**config.mk**
```make
export PLATFORM = sky130hd
export DESIGN_NAME = xbus_addr_latch
export DESIGN_NICKNAME = d
export VERILOG_FILES = /design/src/rtl/xbus_pkg.sv /design/src/rtl/xbus_target_model_addr_latch.sv
export SDC_FILE = /design/constraint.sdc
export NUM_CORES = 1
export LEC_CHECK = 0
export BUFFER_PORTS_ARGS = -buffer_cell sky130_fd_sc_hd__buf_2
export CAP_MARGIN = 25
export CELL_PAD_IN_SITES_DETAIL_PLACEMENT = 0
export CELL_PAD_IN_SITES_GLOBAL_PLACEMENT = 2
export CORE_MARGIN = 1.5
export CORE_UTILIZATION = 32
export CTS_BUF_LIST = sky130_fd_sc_hd__clkbuf_4
export CTS_CLUSTER_DIAMETER = 80
export DETAILED_ROUTE_END_ITERATION = 10
export GPL_ROUTABILITY_DRIVEN = 1
export PLACE_DENSITY = 0.77
export SETUP_SLACK_MARGIN = 0.02
export SYNTH_ARGS = -nofsm -noshare
export SYNTH_HDL_FRONTEND = slang
export SYNTH_SLANG_ARGS = --single-unit
```
**constraint.sdc**
```tcl
create_clock -name clk -period 1.37 [get_ports clk]
set_clock_uncertainty 0.2 [all_clocks]
set_input_delay 0.3425 -clock clk [delete_from_list [all_inputs] [get_ports clk]]
set_output_delay 0.3425 -clock clk [all_outputs]
set_load 0.03 [all_outputs]
```
**src/rtl/xbus_pkg.sv**
```systemverilog
// Shared types and constants for the AS2650 external-bus target model.
package xbus_pkg;

  typedef enum logic [1:0] {SP_MEM, SP_IOD, SP_IOC} space_e;

  typedef enum logic [1:0] {RD_IDLE, RD_WAIT, RD_DATA} rd_state_e;

  localparam int CTRL_ARMED    = 0;
  localparam int CTRL_DONE     = 1;
  localparam int CTRL_COLL     = 2;
  localparam int CTRL_USER_LSB = 4;

  // Control space wins over IO-data, which wins over memory.
  function automatic space_e decode_space(input logic iod, input logic ioc);
    if (ioc) return SP_IOC;
    if (iod) return SP_IOD;
    return SP_MEM;
  endfunction

endpackage

```
**src/rtl/xbus_target_model_addr_latch.sv**
```systemverilog
// Address latch bank: one DW-wide slice per latch-enable phase, with
// transparent pass-through while the enable is high.
module xbus_addr_latch
  import xbus_pkg::*;
#(
  parameter int DW     = 8,
  parameter int NUM_LE = 2
) (
  input  logic                 clk,
  input  logic                 rst_n,
  input  logic [DW-1:0]        bus_out,
  input  logic [NUM_LE-1:0]    le,
  output logic [NUM_LE*DW-1:0] eff_addr
);

  logic [NUM_LE-1:0][DW-1:0] slice_q;

  always_ff @(posedge clk or negedge rst_n) begin
    if (!rst_n) begin
      slice_q <= '0;
    end else begin
      for (int i = 0; i < NUM_LE; i++) begin
        if (le[i]) slice_q[i] <= bus_out;
      end
    end
  end

  // An open enable forwards the bus immediately, like the original 74x373 latches.
  always_comb begin
    eff_addr = '0;
    for (int i = 0; i < NUM_LE; i++) begin
      eff_addr[i*DW +: DW] = le[i] ? bus_out : slice_q[i];
    end
  end

endmodule

```
# Yosys cells after proc, flatten, opt, wreduce, memory -nomap -nowiden
# Index checks and enable logic that the tools add are counted.
# totals
ff_bits	16
latch_bits	0
ram_bits	0
romBits	0
inputBits	12
output_inout_bits	16
word_cells	4
memories	0
# classes
addsub	0
mul	0
n_div	0
n_lt_le_gt_ge	0
n_eq_ne	0
shifts	0
n_mux	2
bitwise	0
n_reduce_logical	0
# op_table
operator	count
$mux 8	2

# Longest topological paths before layout
# logic_depth
depth_word	1
depth_mapped	2
ltp_nobuf	1

# Worst setup path before layout
# OpenSTA, ideal clock, no wires.
# synth_timing
path_type	input-to-output
from	in le[0]
to	out eff_addr[0]
arrival_time_ns	0.825
required_time_ns	0.827
path_slack_ns	0.003
path_stages	2
n_path_buf	1
path_cell_list	buf_6 -> mux2_4
# synth_between
elab_chain_len	1
# synth_lines
item	line	rtl
start, declared	xbus_target_model_addr_latch.sv:12	input logic [NUM_LE-1:0] le,
$mux 8	xbus_target_model_addr_latch.sv:32	eff_addr[i*DW +: DW] = le[i] ? bus_out : slice_q[i];
end, declared	xbus_target_model_addr_latch.sv:13	output logic [NUM_LE*DW-1:0] eff_addr
# Every way passes these cells.

# Worst setup path after layout
# layout_timing
from	reg slice_q[10] in the netlist's numbering
to	out eff_addr[10]
# layout_between
elab_chain_len	1
# layout_lines
item	line	rtl
start, declared	xbus_target_model_addr_latch.sv:16	logic [NUM_LE-1:0][DW-1:0] slice_q;
start signal, assigned by index	xbus_target_model_addr_latch.sv:23	if (le[i]) slice_q[i] <= bus_out;
$mux 8	--	
# Every way passes these cells.

==> summary.txt <==
Floorplanning
  • Height of the die: roughly 49 um
  • # IOs: 28
  • Standard-cell rows: 16
  • Die span in x: a little under 50 um
  • Effective utilization at floorplan: 33.8%
  • Core outline area: 0.00196 mm^2
  • Floorplan die area: 0.00235 mm^2

Global route
  • Vias in the first global route: 424
  • Pin count of the biggest net entering global routing: 17
  • GR Util All Layers: a little over a tenth
  • First-pass GRT wire length: approximately 1.9 mm
  • Gr ovfl total: 0
  • Number of antenna violations at the first check in global routing: 0

Cells and area
  • Max reg flops: 16
  • Final antenna diode count: 0
  • Largest reg by FF count: slice_q
  • Layout overhead on the synthesized area: 50.0%
  • Largest registers: slice_q (16)
  • Final cell utilization of the core: 50.7%
  • Post-route standard cell area excluding fillers: 995 um^2
  • Fraction of final layout cells sized beyond drive strength 1: 75.0%
  • Fin nets: 82

Timing
  • Worst Hold Margin: 133 ps
  • Max Slew Vio Count: 0
  • Minimum clock period after layout: between 1500 and 2000 ps
  • Final Worst Setup Slack: -249 ps
  • Maximum achievable frequency: 618 MHz
  • Setup-failing EPs final: 16
  • Final hold violation count: 0
  • Max-slew headroom at the worst pin: between 70% and 80%
  • RSZ-0062 raised after global routing: true
  • Tcrit/Tclk final: 118%
  • Slew at the pin closest to its max-slew limit: roughly 350 ps

Placement
  • Pre-CTS setup slack: -294 ps
  • Detailed-placement wirelength estimate: 851 um
  • Gp weighted congestion: 0.670
  • DP Area: 830 um^2
  • Count of port buffers added during placement: 27

Pwr
  • Worst IR Drop VDD: 0.383 mV
  • Total internal power: between 0.0008 and 0.0009 W
  • Part of the power in registers: 46.6%
  • Power share of the clock group: 20.4%
  • Ratio of total power to cell area: approximately 1100 mW/mm^2
  • Power share of the combinational group: 33.0%
  • Net switching power of the design: approximately 0.00033 W
  • Switching share of power: ~29%
  • Leakage: around 0.51 nW

Synth
  • Number of register bits inferred by synthesis: 16
  • Average instance area after synthesis: 19.5 um^2
  • Post-synthesis cell type with the largest combined area: dfrtp_1
  • Area of the mapped netlist: 663 um^2
  • Share of the yosys chip area belonging to registers: 60.4%
  • Synth Warn #: 0
  • Number of library cell types mapped by synthesis: 3
  • Total nets after synthesis: 46
  • Gate Count Post-Synth: 34
  • Yosys top cell area share: 60.4%
  • Most area-consuming cells after synthesis: dfrtp_1 (60%), mux2_4 (36%), buf_6 (3.4%)

Setup path
  • Worst reg2reg startpoint: slice_q[10]
  • Highest fanout seen on the critical path: 2
  • Data arrival time of the worst path: 1080 ps
  • Start point of the critical path: slice_q[10]
  • Worst setup path category: register to primary output
  • Startpoint type of the worst setup path: register
  • Kind of capture point of the worst setup path: primary output
  • Worst EP required: 830 ps

Drt
  • Remaining design rule violation count: 0
  • Vias per cell: 4.25
  • Final Routed Wirelength: 1.24 mm
  • Via count: 404
  • DRC marker count from the first detailed-route iteration: 3
  • Number of detailed-route iterations in the first pass: 2
  • Average wire per standard cell: 13.0 um
  • Antenna-violating nets left: 0

Run status
  • Failing checks: setup timing
  • Run status: complete, but fails checks

Min path
  • Min-Delay Path Class: input port to register
  • Worst Min Path Start: bus_out[5]

Clock network
  • H-tree Lvls: 1
  • Clock tree buffer depth: 2
  • CTS tree: built
  • Total clock buffers created by CTS: 3
  • Total clock sinks: 16
  • Clk_lat worst skew: 270 ps
  • Clock transition at the registers of the reported paths: 90 ps
  • Buffer cell driving the clock tree root: clkbuf_4

Run
  • Number of max-capacitance violations reported: 0
Yosys cell counts, drive strengths merged:
cell and count:
buf 2, dfrtp 16, mux2 16
repair_timing:
item	CTS	global route
setup endpoints to repair	16	16
hold endpoints to repair	16	0
gates resized for setup	33	0
buffers inserted	4	0
hold buffers	1	0
critical path, cell delays in order (launching register included):
cell,delay [ps]
dfrtp_1,380
mux2_4,280
buf_6,140
worst paths after layout:
path | slack (ps) | cells after the start | to
worst max-delay path | -250 | 2 | eff_addr[10]
worst min-delay path | 130 | 2 | slice_q[5]
worst max register to register | 280 | 2 | slice_q[10]
worst min register to register | 310 | 1 | slice_q[4]
max in group asynchronous | 420 | 2 | slice_q[6]
min in group asynchronous | 300 | 2 | slice_q[10]
per-layer routing:
layer	up-vias	global-route usage (%)	share of wire [%]
met1	208	13.8	43
li1	185	-	-
met4	0	5.71	1.3
met2	9	16.7	53
met5	-	0	0
met3	2	2.78	2.8
power groups by stage:
stage	sequential, W	clock (W)	combinational [W]
6_report	0.000532	0.000233	0.000377
5_1_grt	0.000536	0.000263	0.000394
4_1_cts	0.000533	0.000244	0.000380
3_5_place_dp	0.000541	0	0.000290
3_3_place_gp	0.000541	0	0.000290
2_1_floorplan	0.000537	0	0.000218
area by class of cell:
type,instances,area (um^2)
Tap cell,27,33.8
Fill cell,185,967
Sequential cell,16,400
Clock buffer,3,22.5
Timing Repair Buffer,33,298
Multi-Input combinational cell,16,240
placed cells by master (no fill, tap or decap):
cell / n
mux2_4: 16
dlygate4sd3_1: 1
buf_12: 1
clkbuf_4: 3
dfrtp_1: 16
buf_6: 16
buf_2: 10
buf_4: 5
metrics by stage:
stage	total power, W	std cells	TNS [ps]
finish	0.00114	95	-3760
global route	0.00119	95	-4300
CTS	0.00116	95	-3900
detailed placement	0.000831	87	-4310
global placement	0.000830	87	-4250
floorplan	0.000755	34	0
kinds of logic after synthesis:
family	synth area share (%)
multiplexers	36.2
buffers and inverters	3.40
flip-flops	60.4
(Power assumes the default switching activity.)
